--- src/rtl/clock_control_panel.sv ---
// Front-panel clock controller: conditions the panel switches and the CPU halt request
// into the stop / single_step / single_stepping controls for the clock module.
module clock_control_panel #(
    parameter int DEBOUNCE_CYCLES     = 10000,
    parameter int STEP_PULSE_CYCLES   = 4,
    parameter int STEP_TIMEOUT_CYCLES = 200000
) (
    input  logic        clk_in,
    input  logic        reset,
    input  logic        stop_switch,
    input  logic        step_mode_switch,
    input  logic        step_button,
    input  logic        cpu_halt,
    input  logic        clk_out,
    output logic        stop,
    output logic        single_step,
    output logic        single_stepping,
    output logic        halted,
    output logic        step_timeout,
    output logic [15:0] step_count
);

    localparam int DB_W    = $clog2(DEBOUNCE_CYCLES + 1);
    localparam int PULSE_W = $clog2(STEP_PULSE_CYCLES + 1);
    localparam int TO_W    = $clog2(STEP_TIMEOUT_CYCLES + 1);

    typedef enum logic [2:0] {
        RUN,
        HALTED,
        STEP_IDLE,
        STEP_PULSE,
        STEP_WAIT
    } state_t;

    state_t state;
    state_t next_state;

    // Bit 0 = stop switch, bit 1 = step mode switch, bit 2 = step button.
    logic [2:0]      raw;
    logic [2:0]      sync1;
    logic [2:0]      sync2;
    logic [2:0]      deb;
    logic [DB_W-1:0] db_cnt [3];

    logic deb_stop_q;
    logic deb_button_q;
    logic halt_latch;
    logic clk_out_q;
    logic clk_out_q2;
    logic seen_rise;

    logic [PULSE_W-1:0] pulse_cnt;
    logic [TO_W-1:0]    wait_cnt;

    logic step_mode;
    logic step_press;
    logic stop_fall;
    logic halt_cond;
    logic halt_now;
    logic clk_rise;
    logic clk_fall;
    logic step_done;
    logic timeout_hit;

    assign raw        = {step_button, step_mode_switch, stop_switch};
    assign step_mode  = deb[1];
    assign step_press = deb[2] & ~deb_button_q;
    assign stop_fall  = ~deb[0] & deb_stop_q;
    assign halt_cond  = deb[0] | halt_latch;
    // cpu_halt also forces HALTED directly so stop rises in the same cycle as the latch.
    assign halt_now   = halt_cond | cpu_halt;
    assign clk_rise   = clk_out_q & ~clk_out_q2;
    assign clk_fall   = ~clk_out_q & clk_out_q2;
    assign halted     = halt_latch;

    // A level is accepted only after the synchronised input has disagreed with it
    // for DEBOUNCE_CYCLES consecutive cycles; any agreement restarts the count.
    always_ff @(posedge clk_in) begin
        if (reset) begin
            sync1 <= '0;
            sync2 <= '0;
            deb   <= '0;
            for (int i = 0; i < 3; i++) begin
                db_cnt[i] <= '0;
            end
        end else begin
            sync1 <= raw;
            sync2 <= sync1;
            for (int i = 0; i < 3; i++) begin
                if (sync2[i] == deb[i]) begin
                    db_cnt[i] <= '0;
                end else if (db_cnt[i] == DB_W'(DEBOUNCE_CYCLES - 1)) begin
                    deb[i]    <= sync2[i];
                    db_cnt[i] <= '0;
                end else begin
                    db_cnt[i] <= db_cnt[i] + DB_W'(1);
                end
            end
        end
    end

    always_ff @(posedge clk_in) begin
        if (reset) begin
            deb_stop_q   <= 1'b0;
            deb_button_q <= 1'b0;
            halt_latch   <= 1'b0;
            clk_out_q    <= 1'b0;
            clk_out_q2   <= 1'b0;
        end else begin
            deb_stop_q   <= deb[0];
            deb_button_q <= deb[2];
            clk_out_q    <= clk_out;
            clk_out_q2   <= clk_out_q;
            if (cpu_halt) begin
                halt_latch <= 1'b1;
            end else if (stop_fall) begin
                halt_latch <= 1'b0;
            end
        end
    end

    always_ff @(posedge clk_in) begin
        if (reset) begin
            state <= HALTED;
        end else begin
            state <= next_state;
        end
    end

    always_comb begin
        next_state  = state;
        step_done   = 1'b0;
        timeout_hit = 1'b0;
        case (state)
            RUN: begin
                if (halt_now) begin
                    next_state = HALTED;
                end else if (step_mode) begin
                    next_state = STEP_IDLE;
                end
            end
            HALTED: begin
                if (!halt_now) begin
                    next_state = step_mode ? STEP_IDLE : RUN;
                end
            end
            STEP_IDLE: begin
                if (halt_now) begin
                    next_state = HALTED;
                end else if (!step_mode) begin
                    next_state = RUN;
                end else if (step_press) begin
                    next_state = STEP_PULSE;
                end
            end
            STEP_PULSE: begin
                if (halt_now) begin
                    next_state = HALTED;
                end else if (pulse_cnt == PULSE_W'(1)) begin
                    next_state = STEP_WAIT;
                end
            end
            STEP_WAIT: begin
                if (halt_now) begin
                    next_state = HALTED;
                end else if (seen_rise && clk_fall) begin
                    step_done  = 1'b1;
                    next_state = STEP_IDLE;
                end else if (wait_cnt == TO_W'(STEP_TIMEOUT_CYCLES - 1)) begin
                    timeout_hit = 1'b1;
                    next_state  = STEP_IDLE;
                end
            end
            default: next_state = HALTED;
        endcase
    end

    // Outputs are decoded from next_state so they change on the same edge as the state.
    always_ff @(posedge clk_in) begin
        if (reset) begin
            stop            <= 1'b1;
            single_step     <= 1'b0;
            single_stepping <= 1'b0;
            step_timeout    <= 1'b0;
            step_count      <= 16'd0;
            pulse_cnt       <= '0;
            wait_cnt        <= '0;
            seen_rise       <= 1'b0;
        end else begin
            stop            <= (next_state == HALTED);
            single_step     <= (next_state == STEP_PULSE);
            single_stepping <= (next_state == STEP_IDLE) || (next_state == STEP_PULSE) ||
                               (next_state == STEP_WAIT);
            if (state == STEP_IDLE && next_state == STEP_PULSE) begin
                step_timeout <= 1'b0;
                pulse_cnt    <= PULSE_W'(STEP_PULSE_CYCLES);
            end else if (state == STEP_PULSE) begin
                pulse_cnt <= pulse_cnt - PULSE_W'(1);
            end
            if (next_state == STEP_WAIT && state != STEP_WAIT) begin
                wait_cnt  <= '0;
                seen_rise <= 1'b0;
            end else if (state == STEP_WAIT) begin
                wait_cnt <= wait_cnt + TO_W'(1);
                if (clk_rise) begin
                    seen_rise <= 1'b1;
                end
            end
            if (step_done) begin
                step_count <= step_count + 16'd1;
            end
            if (timeout_hit) begin
                step_timeout <= 1'b1;
            end
        end
    end

endmodule

--- config.mk ---
export PLATFORM = sky130hd
export DESIGN_NAME = clock_control_panel
export DESIGN_NICKNAME = d
export VERILOG_FILES = /design/src/rtl/clock_control_panel.sv
export SDC_FILE = /design/constraint.sdc
export NUM_CORES = 1
export LEC_CHECK = 0
export CAP_MARGIN = 20
export CELL_PAD_IN_SITES_DETAIL_PLACEMENT = 0
export CELL_PAD_IN_SITES_GLOBAL_PLACEMENT = 1
export CORE_UTILIZATION = 42
export CTS_CLUSTER_SIZE = 12
export DETAILED_ROUTE_END_ITERATION = 12
export HOLD_SLACK_MARGIN = 0.1
export PLACE_DENSITY = 0.73
export SLEW_MARGIN = 20
export SYNTH_ARGS = -nofsm -noshare
export SYNTH_HDL_FRONTEND = slang
export SYNTH_SLANG_ARGS = --single-unit
--- constraint.sdc ---
create_clock -name clk_in -period 2.3 [get_ports clk_in]
set_clock_uncertainty 0.2 [all_clocks]
set_input_delay 0.345 -clock clk_in [delete_from_list [all_inputs] [get_ports clk_in]]
set_output_delay 0.345 -clock clk_in [all_outputs]
set_load 0.005 [all_outputs]
# After elaboration in Yosys (flattened, before gate mapping)
# Memories as Yosys holds them, arrays and structs flattened.
# Cells that the tools add are included.
[word_totals]
out_inout_bits = 21
wordCells = 151
n_memories = 1
ff_bits = 59
ramBits = 42
[mem_list]
columns = ["memory", "depth", "word_bits", "rd", "rd_ports_with_merged_regs", "wr", "line", "rtl"]
rows = [
  ["db_cnt", 3, 14, 3, 0, 3, "43", "logic [DB_W-1:0] db_cnt [3];"],
]
[classes]
n_reduce_logical = 15
bitwise = 22
addsub = 6
muxes = 70
n_eq_ne = 17
[ops]
columns = ["operator", "n"]
rows = [
  ["$mux W14", 9],
  ["$mux W1", 46],
  ["$add A14 B1 Y14 const B", 3],
  ["$eq A14 B14 Y1 const B", 3],
  ["$mux W3", 13],
  ["$add A18 B1 Y18 const B", 1],
  ["$eq A18 B18 Y1 const B", 1],
  ["$add A16 B1 Y16 const B", 1],
  ["$pmux W3 S5", 1],
  ["$eq A3 B2 Y1 const B", 4],
  ["$or A1 B1 Y1", 11],
  ["$eq A3 B1 Y1 const B", 3],
  ["$reduce_and A2 Y1", 4],
  ["$not A1 Y1", 7],
  ["$eq A3 B3 Y1 const B", 2],
  ["$reduce_bool A2 Y1", 3],
  ["$and A1 B1 Y1", 4],
  ["$reduce_or A2 Y1", 2],
  ["$eq A1 B1 Y1", 3],
  ["$logic_and A1 B1 Y1", 3],
  ["$logic_not A3 Y1", 1],
  ["$ne A3 B3 Y1 const B", 1],
  ["$sub A3 B1 Y3 const B", 1],
  ["$logic_or A1 B1 Y1", 2],
  ["$mux W2", 1],
]

# Depth between registers and ports, before layout
# Gate-level depths: netlist of the first run.
[depth]
ltp_word = 10
mapped_depth = 7
depth_no_buf = 6

# Least setup slack after synthesis of the first run
# Ideal clock, no wire load.
[synth_timing]
path_type = "flip-flop to flip-flop"
startpoint = "memory db_cnt[1][11] (netlist bit)"
endpoint = "memory db_cnt[1][10] (netlist bit) (data pin)"
period_less_slack_ps = 2442
arrival_ps = 1986
t_required_ps = 1843
path_stages_with_launch = 6
slack_ps = -142
path_cell_list = "edfxtp_1 > or4b_2 > or4_1 > nand2_1 > buf_2 > nor2_1"
[synth_rtl]
columns = ["element", "line"]
rows = [
  ["start, declared", "43"],
]

# Worst setup path in the final report of the first run
[layout_timing]
startpoint = "register state[1]"
endpoint = "register wait_cnt[13]"
[layout_between]
elab_chain_len = 7
[layout_rtl]
columns = ["element", "line", "rtl"]
rows = [
  ["start, declared", "35", "state_t state;"],
  ["start signal, assigned", "126", "state <= next_state;"],
  ["$mux W3, on equally long branches", "169, 152", ""],
  ["$mux W3, on equally long branches", "166, 150", ""],
  ["$mux W3, on equally long branches", "164, 148", ""],
  ["$pmux W3 S5", "134", "case (state)"],
  ["$eq A3 B3 Y1", "200", "if (next_state == STEP_WAIT && state != STEP_WAIT) begin"],
  ["$logic_and A1 B1 Y1", "200", ""],
  ["$reduce_or A2 Y1 (no source line)", "n/a", ""],
  ["end signal, assigned", "204", "wait_cnt <= wait_cnt + TO_W'(1);"],
  ["end, declared", "53", "logic [TO_W-1:0] wait_cnt;"],
]
# Parallel ways exist; a longest one is shown, timed or not.
# A chain may end at the register's enable or synchronous reset.

==> results.yml, run 1 <==
global_routing:
  grt_start_max_net_pins: 22
  grt_pass1_wl_um: 15800
  grt-ovfl-total: 0
  grt_pass1_vias: 3478
  track_usage: 0.170
  antenna_found_initial: 0
setup_path:
  endpoint: "wait_cnt[13]$_SDFFE_PP0P_"
  worstReg2RegStart: "state[1]$_SDFF_PP0_"
  required_ps: 2370
  crit_path_start: "state[1]$_SDFF_PP0_"
  crit_path_start_kind: "register"
  path_depth: 5
  r2r_slack_ps: 60
  crit_buf_inv: 1
  reg2reg_depth: 5
  crit_slowest_cell: "or4_1"
  worstPathMaxFanout: 7
  crit_arrival_ps: 2310
  critPathTopFamily: "simple AND/OR/NAND/NOR gates"
  max_stage_delay_ps: 560
  worstPathCellList: "or3b_4, or4_1, buf_4, or3_1, a21oi_1"
  r2r_end: "wait_cnt[13]$_SDFFE_PP0P_"
  critPathKind: "register to register"
  end_kind: "register"
sta:
  hold_violations: 0
  grt_setup_unrepaired: "false"
  timing.slew.headroom: 0.582
  fin_crit_ps: 2240
  fmax_ghz: 0.445
  worstMarginPinSlew_ps: 625
  setup_violations: 0
  drv_slew: 0
  finalCritPeriodShare: 0.976
  worst_slack_ps: 55.1
layout:
  fin_cells: 742
  layout.nets: 611
  drive_gt1_frac: 0.106
  area_growth_pct: 23.3
  diodes: 0
  fin_area_um2: 5940
  n_fill_cell: 1026
synth:
  async_flop_share: 0
  syn_area_um2: 4820
  avgSynthCellArea_um2: 9.65
  synth.most_common_cell: "nor2_1"
  netlist_instances: 499
  ys_types: 45
  synth_top_cell_area_share: 0.262
  ys_ff_latch: 101
  synth_edf_count: 42
  synth-seq-area-share: 0.507
  yosysTopAreaCell: "edfxtp_1"
  ys.flop_type: "dfxtp_1"
  yosys_warnings: 0
  yosys-top-cells-area: "edfxtp_1, dfxtp_1, xnor2_1, nor2_1, or4_1"
  ys_top_cells_by_count: "nor2_1, dfxtp_1, xnor2_1"
cts:
  numClockSinks: 101
  clk_pin_slew_ps: 60
  clock_path_buffers: 2
  cts_tree: "built"
  cts_root_buf: "clkbuf_16"
  clock_latency_ps: 340
  cts_made_buffers: 9
  htree_levels: 3
pwr:
  p_leak_nw: 2.04
  p_per_area_nw_per_um2: 600
  clkPwrFrac: 0.413
  p_seq_frac: 0.546
  sw_frac_of_total: 0.210
  p_switching_mw: 0.746
  pwr-share-comb: 0.041
  vdd_ir_drop_max_mv: 0.329
  internal-power_mw: 2.82
floorplanning:
  die_w_um: 109
  die_area_um2: 11900
  initial_core_util: 0.439
  rows: 38
  ioPinCount: 28
  die_y_um: 109
  coreArea_um2: 11000
routing:
  num_vias: 3743
  wl_um: 9570
  ant_nets: 0
  wl_per_cell_um: 12.9
  drc: 0
  via_per_inst: 5.04
  drt_first_pass_iters: 4
  dr.first_iter.drc_count: 188
placed_design:
  place_ws_ps: -392
  finalWeightedCongestion: 0.805
  portBuffers: 27
  placed_area_um2: 5590
  place_inst: 722
  dp_hpwl_um: 6780
job:
  drv_cap: 0
hold_path:
  hold_class: "input port to register"
outcome:
  status: "completed"
## cells by family after synthesis
family / Yosys count / synth area share
AO/OA/AOI/OAI: 48 / 0.0579
XOR/XNOR: 55 / 0.100
buffers and inverters: 33 / 0.0312
adder cells (fa/ha/maj): 7 / 0.0182
other: 1 / 0.000778
flip-flops: 101 / 0.507
multiplexers: 5 / 0.0106
AND/OR/NAND/NOR: 249 / 0.274
## flip-flops by register name, summed over array words and instances, names as in the netlist
name             flops
single_stepping      1
pulse_cnt            3
step_timeout         1
wait_cnt            18
db_cnt              42
halted               1
deb_button_q         1
stop                 1
step_count          16
clk_out_q2           1
deb_stop_q           1
clk_out_q            1
seen_rise            1
sync2                3
single_step          1
sync1                3
deb                  3
state                3
## how the worst min path moves through the flow
stage / startpoint / end / slack, ps / cells after the start
6_report: cpu_halt / halted$_SDFFE_PP0P_ / 180 / 4
5_1_grt: cpu_halt / halted$_SDFFE_PP0P_ / 210 / 4
4_1_cts: sync1[0]$_SDFF_PP0_ / sync2[0]$_SDFF_PP0_ / 250 / 1
3_5_place_dp: sync1[0]$_SDFF_PP0_ / sync2[0]$_SDFF_PP0_ / 230 / 1
3_3_place_gp: sync1[0]$_SDFF_PP0_ / sync2[0]$_SDFF_PP0_ / 240 / 1
2_1_floorplan: sync1[0]$_SDFF_PP0_ / sync2[0]$_SDFF_PP0_ / 210 / 1
## cell usage in the layout (no fill, tap or decap), drive strengths merged, types with 2 or more instances in the layout
cell type,n
nor2,77
dfxtp,59
xnor2,43
edfxtp,42
conb,42
buf,37
nand2,31
clkdlybuf4s50,26
nand3,23
a21oi,20
nor3,19
or4,17
nand4,16
inv,14
nor2b,14
xor2,12
o21ai,11
or3,11
clkbuf,11
nor4,10
o31ai,8
ha,7
and3,6
mux2i,4
nand3b,4
and4,4
clkinv,4
nand4b,3
nand2b,3
a31oi,3
o211ai,3
or4b,3
and2,2
## timing repair
action / in CTS / in global routing
buffers inserted: 1 / 2
pin swaps: 3 / 3
hold buffers: 0 / 0
setup endpoints to repair: 16 / 3
resized for setup: 2 / 8
endpoints found under the hold margin: 0 / 0
cloned: 1 / 0
## metrics by stage
stage	utilization	hold slack (ps)	TNS (ps)	power [mW]
floorplan	-	214	0	2.07
global placement	0.509	239	-2870	2.12
detailed placement	0.509	230	-3120	2.13
CTS	0.537	253	0	3.61
global route	0.541	205	0	3.71
finish	0.541	179	0	3.56
## routing by layer
layer	GRT usage	wire length (µm)	vias up
met5	0	0	-
met4	0.0695	122	0
met3	0.0347	259	9
met2	0.273	4510	37
met1	0.223	4680	1760
li1	-	-	1937
## cell type report
class | count | area [µm²] | share of cell area
inverters | 14 | 52.6 | 0.00885
well taps | 140 | 175 | 0.0295
multi-input cells | 407 | 2430 | 0.409
clock buffers | 11 | 233 | 0.0392
repair buffers | 64 | 554 | 0.0933
flip-flops and latches | 101 | 2440 | 0.411
clock inverters | 5 | 52.6 | 0.00885
## power groups by stage
stage | registers [mW] | logic (mW) | clock network, mW
6_report | 1.95 | 0.146 | 1.47
5_1_grt | 1.95 | 0.165 | 1.60
4_1_cts | 1.94 | 0.145 | 1.52
3_5_place_dp | 1.98 | 0.141 | 0
3_3_place_gp | 1.98 | 0.140 | 0
2_1_floorplan | 1.98 | 0.0886 | 0
## tightest hold or removal path: stages
cell and delay (ps):
dlymetal6s2s_1 120, buf_4 130, a21oi_1 30, nor2_1 60
Power figures use the tool's default switching activity.
==> inputs of run 2 (changes only) <==
HOLD_SLACK_MARGIN = not set   (was 0.1)
==> results of run 2 <==
No change in the layout: final DEF, timing and power equal those of run 1.
==> inputs of run 3 (changes only) <==
MAX_ROUTING_LAYER = met4   (was not set)
SLEW_MARGIN = 30   (was 20)
==> results.yml, run 3 (synthesis gave the netlist of run 1 again) <==
routing:
  num_vias: 3747
  via_per_inst: 5.05
  dr.first_iter.drc_count: 214
  ant_nets: 0
  drt_first_pass_iters: 4
  wl_per_cell_um: 12.9
  drc: 0
  wl_um: 9600
cts:
  clk_pin_slew_ps: 70
  htree_levels: 3
  clock_path_buffers: 2
  cts_tree: "built"
  postCtsHoldBufs: 0
  cts_made_buffers: 9
  clock_latency_ps: 340
  numClockSinks: 101
  cts_root_buf: "clkbuf_16"
layout:
  drive_gt1_frac: 0.106
  top_register: "db_cnt"
  largest_registers: "db_cnt: 42 flops, wait_cnt: 18 flops, step_count: 16 flops"
  seq_area_um2: 2440
  largest_register_ffs: 42
  fin_cells: 742
  final_util: 0.541
  diodes: 0
  n_fill_cell: 1026
  multi_input_area_um2: 2430
  final_common_cell: "nor2_1"
  area_growth_pct: 23.3
  final_cell_mix: "nor2_1, dfxtp_1, xnor2_1"
  layout.nets: 611
setup_path:
  max_stage_delay_ps: 560
  crit_path_start_kind: "register"
  critPathTopFamily: "simple AND/OR/NAND/NOR gates"
  worstPathCellList: "or3b_4, or4_1, buf_4, or3_1, a21oi_1"
  worstPathMaxFanout: 7
  crit_buf_inv: 1
  r2r_slack_ps: 50
  crit_arrival_ps: 2320
  r2r_end: "wait_cnt[13]$_SDFFE_PP0P_"
  critPathKind: "register to register"
  reg2reg_depth: 5
  worstReg2RegStart: "state[0]$_SDFF_PP1_"
  crit_path_start: "state[0]$_SDFF_PP1_"
  end_kind: "register"
  required_ps: 2370
  crit_slowest_cell: "or4_1"
sta:
  drv_slew: 0
  timing.slew.headroom: 0.582
  fmax_ghz: 0.445
  grt_setup_unrepaired: "false"
  fin_crit_ps: 2250
  holdWs_ps: 177
  setup_violations: 0
  worstMarginPinSlew_ps: 625
  hold_violations: 0
  setup_tns_ps: 0
  finalCritPeriodShare: 0.977
pwr:
  vdd_ir_drop_max_mv: 0.329
  p_leak_nw: 2.04
  p_per_area_nw_per_um2: 601
job:
  drv_cap: 0
global_routing:
  grt_start_max_net_pins: 22
  antenna_found_initial: 0
  grt_pass1_wl_um: 15800
  grt_pass1_vias: 3476
  grt-ovfl-total: 0
  track_usage: 0.175
floorplanning:
  coreArea_um2: 11000
  ioPinCount: 28
  die_y_um: 109
  die_area_um2: 11900
  rows: 38
  die_w_um: 109
  initial_core_util: 0.439
hold_path:
  holdPathStages: 4
  hold_class: "input port to register"
  worstHoldEndpoint: "halted$_SDFFE_PP0P_"
  worstHoldStart: "cpu_halt"
placed_design:
  dp_hpwl_um: 6780
  portBuffers: 27
  finalWeightedCongestion: 0.816
  place_inst: 722
outcome:
  status: "completed"
-- run 3: cell type report --
type	count	share of cell area
clock buffers	11	0.0392
clock inverters	5	0.00885
inverters	14	0.00885
multi-input cells	407	0.409
flip-flops and latches	101	0.411
well taps	140	0.0295
repair buffers	64	0.0933
-- run 3: worst reg2reg max path: stages, from the launching register on --
cell and delay (ps):
dfxtp_1 320, or3b_4 410, or4_1 560, buf_4 180, or3_1 350, a21oi_1 150
-- run 3: timing repair --
action	4_1_cts	5_1_grt
endpoints found under the hold margin	0	0
endpoints found under the setup margin	16	3
pin swaps	3	3
gates resized for setup	2	8
setup buffers	1	2
gates cloned	1	0
-- run 3: routing by layer --
| metal | part of all wire | wire length (µm) | vias to the layer above | track usage |
|---|---|---|---|---|
| met5 | 0 | 0 | - | - |
| met4 | 0.012 | 120 | 0 | 0.0695 |
| met3 | 0.029 | 276 | 7 | 0.0347 |
| met2 | 0.47 | 4490 | 39 | 0.272 |
| met1 | 0.49 | 4710 | 1762 | 0.224 |
| li1 | - | - | 1939 | - |
-- run 3: how the worst max path moves through the flow --
| stage | end | slack (ps) | depth (start not counted) |
|---|---|---|---|
| after floorplan | wait_cnt[12]$_SDFFE_PP0P_ | 10 | 7 |
| after CTS | step_count[12]$_SDFFE_PP0P_ | 10 | 4 |
| after global placement | step_count[13]$_SDFFE_PP0P_ | -380 | 5 |
| after global routing | db_cnt[0][5]$_SDFFCE_PN0P_ | 3 | 5 |
| after detailed placement | step_count[11]$_SDFFE_PP0P_ | -390 | 5 |
| final | wait_cnt[13]$_SDFFE_PP0P_ | 50 | 5 |
-- run 3: stage by stage --
stage | worst slack, ps | total power, mW | instance area, µm²
2_1_floorplan | 10.0 | 2.07 | 4990
3_3_place_gp | -376 | 2.12 | 5590
3_5_place_dp | -392 | 2.13 | 5590
4_1_cts | 13.2 | 3.61 | 5900
5_1_grt | 2.99 | 3.71 | 5940
6_report | 52.5 | 3.57 | 5940
-- run 3: where the power goes --
part | internal [mW] | switching, mW | leakage [nW]
combinational | 0.0705 | 0.0757 | 0.988
clock | 0.839 | 0.640 | 0.141
sequential | 1.91 | 0.0387 | 0.911
